File: src/rtl/pce_pkg.sv
// Shared constants and the per-pad nibble mux for the PC Engine multitap encoder.
// Six-button support is built only when PCE_SIX_BTN_EN is defined.
package pce_pkg;

    localparam int BTNS_PER_PORT = 12;
    localparam int MAX_PORTS     = 5;

    localparam logic [3:0] NIBBLE_ID   = 4'b0000;
    localparam logic [3:0] NIBBLE_IDLE = 4'b1111;

    // Button bit positions inside one 12-bit, active-low port slice
    localparam int BTN_I      = 0;
    localparam int BTN_II     = 1;
    localparam int BTN_SELECT = 2;
    localparam int BTN_START  = 3;
    localparam int BTN_UP     = 4;
    localparam int BTN_RIGHT  = 5;
    localparam int BTN_DOWN   = 6;
    localparam int BTN_LEFT   = 7;
    localparam int BTN_III    = 8;
    localparam int BTN_IV     = 9;
    localparam int BTN_V      = 10;
    localparam int BTN_VI     = 11;

    typedef logic [3:0] nibble_t;

    function automatic nibble_t pad_nibble(
        input logic [BTNS_PER_PORT-1:0] btn,
        input logic                     bank,
        input logic                     sel_level
    );
        nibble_t nib;
        if (bank) begin
            nib = sel_level ? NIBBLE_ID
                            : {btn[BTN_VI], btn[BTN_V], btn[BTN_IV], btn[BTN_III]};
        end else begin
            nib = sel_level ? {btn[BTN_LEFT], btn[BTN_DOWN], btn[BTN_RIGHT], btn[BTN_UP]}
                            : {btn[BTN_START], btn[BTN_SELECT], btn[BTN_II], btn[BTN_I]};
        end
        return nib;
    endfunction

endpackage

File: src/rtl/pce_multitap_encoder_if.sv
// Console-side bundle of the multitap encoder: SEL/CLR strobes, pad buttons and data nibble.
interface pce_multitap_encoder_if #(
    parameter int N_PORTS = 5
);
    logic                    sel;
    logic                    clr;
    logic [12*N_PORTS-1:0]   buttons;
    logic [3:0]              d;

    modport master (output sel, output clr, output buttons, input d);
    modport slave  (input sel, input clr, input buttons, output d);
endinterface

File: src/rtl/pce_sync_edge.sv
// Two-flop synchroniser with a registered previous level for rising-edge detection.
module pce_sync_edge (
    input  logic system_clock,
    input  logic sync_clr,
    input  logic async_in,
    output logic level,
    output logic rise
);
    logic meta_reg;
    logic sync_reg;
    logic prev_reg;

    always_ff @(posedge system_clock or posedge sync_clr) begin
        if (sync_clr) begin
            meta_reg <= 1'b0;
            sync_reg <= 1'b0;
            prev_reg <= 1'b0;
        end else begin
            meta_reg <= async_in;
            sync_reg <= meta_reg;
            prev_reg <= sync_reg;
        end
    end

    assign level = sync_reg;
    assign rise  = sync_reg & ~prev_reg;
endmodule

File: src/rtl/pce_multitap_encoder.sv
// Multitap encoder: walks up to five emulated pads on console SEL/CLR strobes and drives the data nibble.
// Define PCE_SIX_BTN_EN to enable the six-button bank toggle with its fallback timeout.
module pce_multitap_encoder
    import pce_pkg::*;
#(
    parameter int                    N_PORTS        = 5,
    parameter logic [MAX_PORTS-1:0]  SIX_BTN_MASK   = 5'b11111,
    parameter int                    TIMEOUT_CYCLES = 2_000_000
) (
    input  logic                     system_clock,
    input  logic                     sync_clr,
    pce_multitap_encoder_if.slave    bus
);
    localparam logic [2:0] LAST_IDX = 3'(N_PORTS);

    logic       sel_level;
    logic       sel_rise;
    logic       clr_level;
    logic       clr_rise;

    logic [2:0] port_idx_reg;
    logic [2:0] port_idx_next;
    logic       bank_next;
    logic [MAX_PORTS-1:0] six_btn_mask;
    nibble_t    port_nibble [MAX_PORTS];
    nibble_t    d_reg;
    nibble_t    d_next;

    pce_sync_edge u_sel_sync (
        .system_clock (system_clock),
        .sync_clr     (sync_clr),
        .async_in     (bus.sel),
        .level        (sel_level),
        .rise         (sel_rise)
    );

    pce_sync_edge u_clr_sync (
        .system_clock (system_clock),
        .sync_clr     (sync_clr),
        .async_in     (bus.clr),
        .level        (clr_level),
        .rise         (clr_rise)
    );

    // clr_rise implies clr_level, so holding CLR covers both the restart and the sel lock-out
    always_comb begin
        port_idx_next = port_idx_reg;
        if (clr_level) begin
            port_idx_next = '0;
        end else if (sel_rise && (port_idx_reg != LAST_IDX)) begin
            port_idx_next = port_idx_reg + 3'd1;
        end
    end

`ifdef PCE_SIX_BTN_EN
    localparam int CNT_W = (TIMEOUT_CYCLES < 2) ? 1 : $clog2(TIMEOUT_CYCLES + 1);
    localparam logic [CNT_W-1:0] CNT_MAX = CNT_W'(TIMEOUT_CYCLES);

    logic             bank_reg;
    logic [CNT_W-1:0] timeout_cnt_reg;
    logic [CNT_W-1:0] timeout_cnt_next;

    // A console that stops strobing CLR is assumed to be a two-button title
    always_comb begin
        if (clr_rise) begin
            timeout_cnt_next = '0;
            bank_next        = ~bank_reg;
        end else begin
            timeout_cnt_next = (timeout_cnt_reg == CNT_MAX) ? timeout_cnt_reg
                                                            : timeout_cnt_reg + 1'b1;
            bank_next        = (timeout_cnt_next == CNT_MAX) ? 1'b0 : bank_reg;
        end
    end

    always_ff @(posedge system_clock or posedge sync_clr) begin
        if (sync_clr) begin
            bank_reg        <= 1'b0;
            timeout_cnt_reg <= '0;
        end else begin
            bank_reg        <= bank_next;
            timeout_cnt_reg <= timeout_cnt_next;
        end
    end

    assign six_btn_mask = SIX_BTN_MASK;
`else
    logic unused_cfg;

    assign bank_next    = 1'b0;
    assign six_btn_mask = '0;
    assign unused_cfg   = ^{SIX_BTN_MASK, TIMEOUT_CYCLES};
`endif

    for (genvar gi = 0; gi < MAX_PORTS; gi++) begin : g_port
        if (gi < N_PORTS) begin : g_live
            assign port_nibble[gi] = pad_nibble(bus.buttons[gi*BTNS_PER_PORT +: BTNS_PER_PORT],
                                                bank_next & six_btn_mask[gi],
                                                sel_level);
        end else begin : g_absent
            assign port_nibble[gi] = NIBBLE_ID;
        end
    end

    always_comb begin
        d_next = NIBBLE_ID;
        if (port_idx_next < LAST_IDX) begin
            d_next = port_nibble[port_idx_next];
        end
    end

    always_ff @(posedge system_clock or posedge sync_clr) begin
        if (sync_clr) begin
            port_idx_reg <= '0;
            d_reg        <= NIBBLE_IDLE;
        end else begin
            port_idx_reg <= port_idx_next;
            d_reg        <= d_next;
        end
    end

    assign bus.d = d_reg;
endmodule
File: src/flat_wrapper.sv
// flat-port wrapper written by rule: the top's interface ports become plain ports
module pce_multitap_encoder_flat import pce_pkg::*;
#(
    parameter int                    N_PORTS        = 5,
    parameter logic [MAX_PORTS-1:0]  SIX_BTN_MASK   = 5'b11111,
    parameter int                    TIMEOUT_CYCLES = 2_000_000
)
  (system_clock, sync_clr, bus_sel, bus_clr, bus_buttons, bus_d);
  pce_multitap_encoder_if #(.N_PORTS(N_PORTS)) bus_i ();
  input  logic system_clock;
  input  logic sync_clr;
  input wire logic [$bits(bus_i.sel)-1:0] bus_sel;
  input wire logic [$bits(bus_i.clr)-1:0] bus_clr;
  input wire logic [$bits(bus_i.buttons)-1:0] bus_buttons;
  output wire logic [$bits(bus_i.d)-1:0] bus_d;
  assign bus_i.sel = bus_sel;
  assign bus_i.clr = bus_clr;
  assign bus_i.buttons = bus_buttons;
  assign bus_d = bus_i.d;
  pce_multitap_encoder #(.N_PORTS(N_PORTS), .SIX_BTN_MASK(SIX_BTN_MASK), .TIMEOUT_CYCLES(TIMEOUT_CYCLES)) u_core (.system_clock(system_clock), .sync_clr(sync_clr), .bus(bus_i));
endmodule
File: config.mk
export PLATFORM = sky130hd
export DESIGN_NAME = pce_multitap_encoder_flat
export DESIGN_NICKNAME = d
export VERILOG_FILES = /design/src/rtl/pce_pkg.sv /design/src/rtl/pce_multitap_encoder_if.sv /design/src/rtl/pce_sync_edge.sv /design/src/rtl/pce_multitap_encoder.sv /design/src/flat_wrapper.sv
export SDC_FILE = /design/constraint.sdc
export NUM_CORES = 1
export LEC_CHECK = 0
export ABC_AREA = 0
export CAP_MARGIN = 40
export CORE_ASPECT_RATIO = 1.1
export CORE_MARGIN = 2
export CORE_UTILIZATION = 26
export CTS_CLUSTER_DIAMETER = 80
export CTS_CLUSTER_SIZE = 14
export DETAILED_ROUTE_END_ITERATION = 10
export SETUP_SLACK_MARGIN = 0.2
export SLEW_MARGIN = 20
export SYNTH_ARGS = -nofsm -noshare
export SYNTH_HDL_FRONTEND = slang
export SYNTH_SLANG_ARGS = --single-unit
File: constraint.sdc
create_clock -name system_clock -period 4.6 [get_ports system_clock]
set_input_delay 0.92 -clock system_clock [delete_from_list [all_inputs] [get_ports system_clock]]
set_output_delay 0.92 -clock system_clock [all_outputs]
set_load 0.05 [all_outputs]
==> impl_results.md <==
* Post-CTS repair timing setup buffer count at 0
* Final nets at just under 200
* Die H at between 60 and 70 um
* 1st-iter DRT viols at 31
* Synth unique cells at 32
* Initial DRT Pass Iterations at 4
* CP Capture Type: output port
* Sequential share of the synthesized area at 0.345
* First-pass GRT wire length at between 3 and 4 mm
* FILL cells at approximately 340
* Min Tclk post-route at 2.52 ns
* PostCTS Resize Cnt at 0
* Initial antenna violation count at 0
* Top cell type's share of synthesized area at 0.226
* Top cells by area, synth: dfrtp_1 23%, dfstp_2 12%, mux4_1 8.9%
* Layout cells sized above 1 at 0.129
* Final Wtd Congestion at around 0.78
* Skew-Pair Late Insertion Delay at roughly 0.26 ns
* Startpoint type of the worst setup path: flop
* Setup ws final at between 2 and 2.5 ns
* Clock-pin slew on the worst setup and hold paths at 0.07 ns
* CP delay by family, top: buffers and inverters
* Vias at 827
* CP arrival at ~1.6 ns
* GRT Total Usage at 0.127
* Max Root-Sink Buffers at 2
* RSZ-0062 raised after global routing: no
* Vias in the first global route at just over 900
* Max-slew violations at 0
* Worst-path maximum fanout at 1
* Tcrit/Tclk final at 0.547
* Pleak at about 0.0006 uW
* Biggest area consumer among synthesized cells: dfrtp_1
* Horiz. Die Dim at between 50 and 60 um
* Hold Buf Count CTS at 0
* Cts bufs inserted at 3
* Max VDD drop at about 0.00013 V
* Mapped Area at around 880 um^2
* Num rows at 22
* Final hold viol count at 0
* Status: completed
* YS warnings at 0
* Drt drc at 0
* Total chip power at slightly above 300 uW
* Syn nets at roughly 150
* Routed WL at approximately 2.2 mm
* WP buf/inv at 1
* Most common cell in the netlist: nand2b_1
* Average size of a mapped cell at roughly 11 um^2
* Multi-input logic area at between 500 and 600 um^2
* CTS sink count at 12
* Final setup fails at 0
* Register area at between 300 and 400 um^2
* Total core area at between 3000 and 4000 um^2
* Main flop type after synthesis: dfrtp_1
* Post-synth ARST share at 1.00
* Port bufs at 47
* Cell Count Post-Placement at 164
* Slowest CP cell: clkdlybuf4s50_1
* Dpl hpwl at around 1.8 mm
* Critical Path RT at 3.68 ns
* Wire per inst at between 10 and 15 um
* Initial Util at 0.268
* CTS H-tree lvls at 1
* Setup CP Type: flop to output port
* Slew margin rel. at 0.572
* # IOs at 68
* Cell Chain, Critical Path: clkdlybuf4s50_1
* Area Overhead vs Synth at 62.4%
* Post-route insts no fill at about 170
* Gate Count Post-Synth at 83
* Core Util, Final at 0.435
* Largest register FFs at 4
* Commonest cells post-synth: 9 x nand2b_1, 8 x dfrtp_1, 8 x nand2_1
* Mean number of vias per cell at ~4.9
* Pwr dens at about 210 nW/um^2
* Setup_tns at 0 ns
* CP max stage delay at 0.80 ns
* Largest net degree at the start of global routing at 16
* Die ar. at between 3000 and 4000 um^2
* Hold crit path type: flop to flop
* Register bit total from synthesis at 12
* Post-Place Worst Slack at 2.35 ns
* GRT overflow at 0
* Clk root buf: clkbuf_4
* Post-DRT Antenna Nets at 0
* CTS tree: built
* Post-synth EDFFs at 0
* Highest clock rate at approximately 400 MHz
* Max Cap Violations at 0
* Worst-Margin Slew at 0.636 ns
* Worst Skew at between 0.0009 and 0.001 ns
* Antenna Cells at 0
layer usage:
| layer | track usage | routed length [um] | vias up |
|---|---|---|---|
| met1 | 0.145 | 869 | 387 |
| met2 | 0.227 | 1160 | 32 |
| li1 | - | - | 408 |
| met3 | 0.0276 | 135 | 0 |
| met4 | 0.0500 | 0 | 0 |
| met5 | 0 | 0 | - |
report_power, final:
| group | leakage, uW | internal, uW | switching [uW] |
|---|---|---|---|
| registers | 0.000141 | 116 | 6.32 |
| clock network | 0.0000210 | 48.0 | 32.6 |
| logic | 0.000434 | 62.5 | 42.4 |
| total | 0.000596 | 227 | 81.3 |
cells by family after synthesis:
family                   after synthesis  share of synthesized area
AND/OR/NAND/NOR                       32                      0.226
AO/OA/AOI/OAI                         21                      0.194
flip-flops                            12                      0.345
multiplexers                           9                      0.173
buffers and inverters                  7                     0.0339
adder cells (fa/ha/maj)                2                     0.0283
area by class of cell:
cell class / count / share of cell area
Tap cell: 36 / 0.0314
Clock buffer: 4 / 0.0253
Sequential cell: 12 / 0.213
Timing Repair Buffer: 48 / 0.338
Inverter: 4 / 0.0105
Multi-Input combinational cell: 64 / 0.382
worst register-to-register path: cells and delay by family, from the launching register on:
family | cells | cell delay, ns
buf+inv | 1 | 0.13
flops | 1 | 0.45
mux | 1 | 0.29
compound gates | 1 | 0.32
simple gates | 3 | 0.64
fa+ha+maj | 1 | 0.24
final timing paths:
path | from | end | slack [ns] | cells past startpoint
setup / recovery | u_core.bus.d[0] | bus_d[0] | 2.08 | 1
hold / removal | u_core.u_clr_sync.meta_reg | u_core.u_clr_sync.level | 0.35 | 0
setup reg to reg | u_core.port_idx_reg[0] | u_core.bus.d[3] | 2.45 | 7
hold reg to reg | u_core.u_clr_sync.meta_reg | u_core.u_clr_sync.level | 0.35 | 0
max in group asynchronous | sync_clr | u_core.bus.d[3] | 3.32 | 2
min in group asynchronous | sync_clr | u_core.port_idx_reg[2] | 0.95 | 2
through the flow:
stage / cell area [um^2] / hold WS [ns]
after floorplan: 885 / 0.331
after global placement: 1390 / 0.334
after detailed placement: 1400 / 0.335
after CTS: 1440 / 0.352
after global routing: 1440 / 0.372
final: 1440 / 0.350
layout by cell type, fill, tap and decap left out, drive strengths merged:
cell and instances:
a221o 3, buf 1, clkbuf 4, mux2 1, and2 1, a211o 5
dfrtp 8, ha 2, nand3b 1, o211ai 1, clkdlybuf4s50 47, a22o 4
dfstp 4, inv 4, nor4 2, nand2b 10, and3 1, mux4 4
a21oi 4, nor2 6, o21a 3, mux2i 4, nor3 1, or4 1
o21ai 1, nor2b 1, nand2 8
Power figures use the tool's default switching activity.
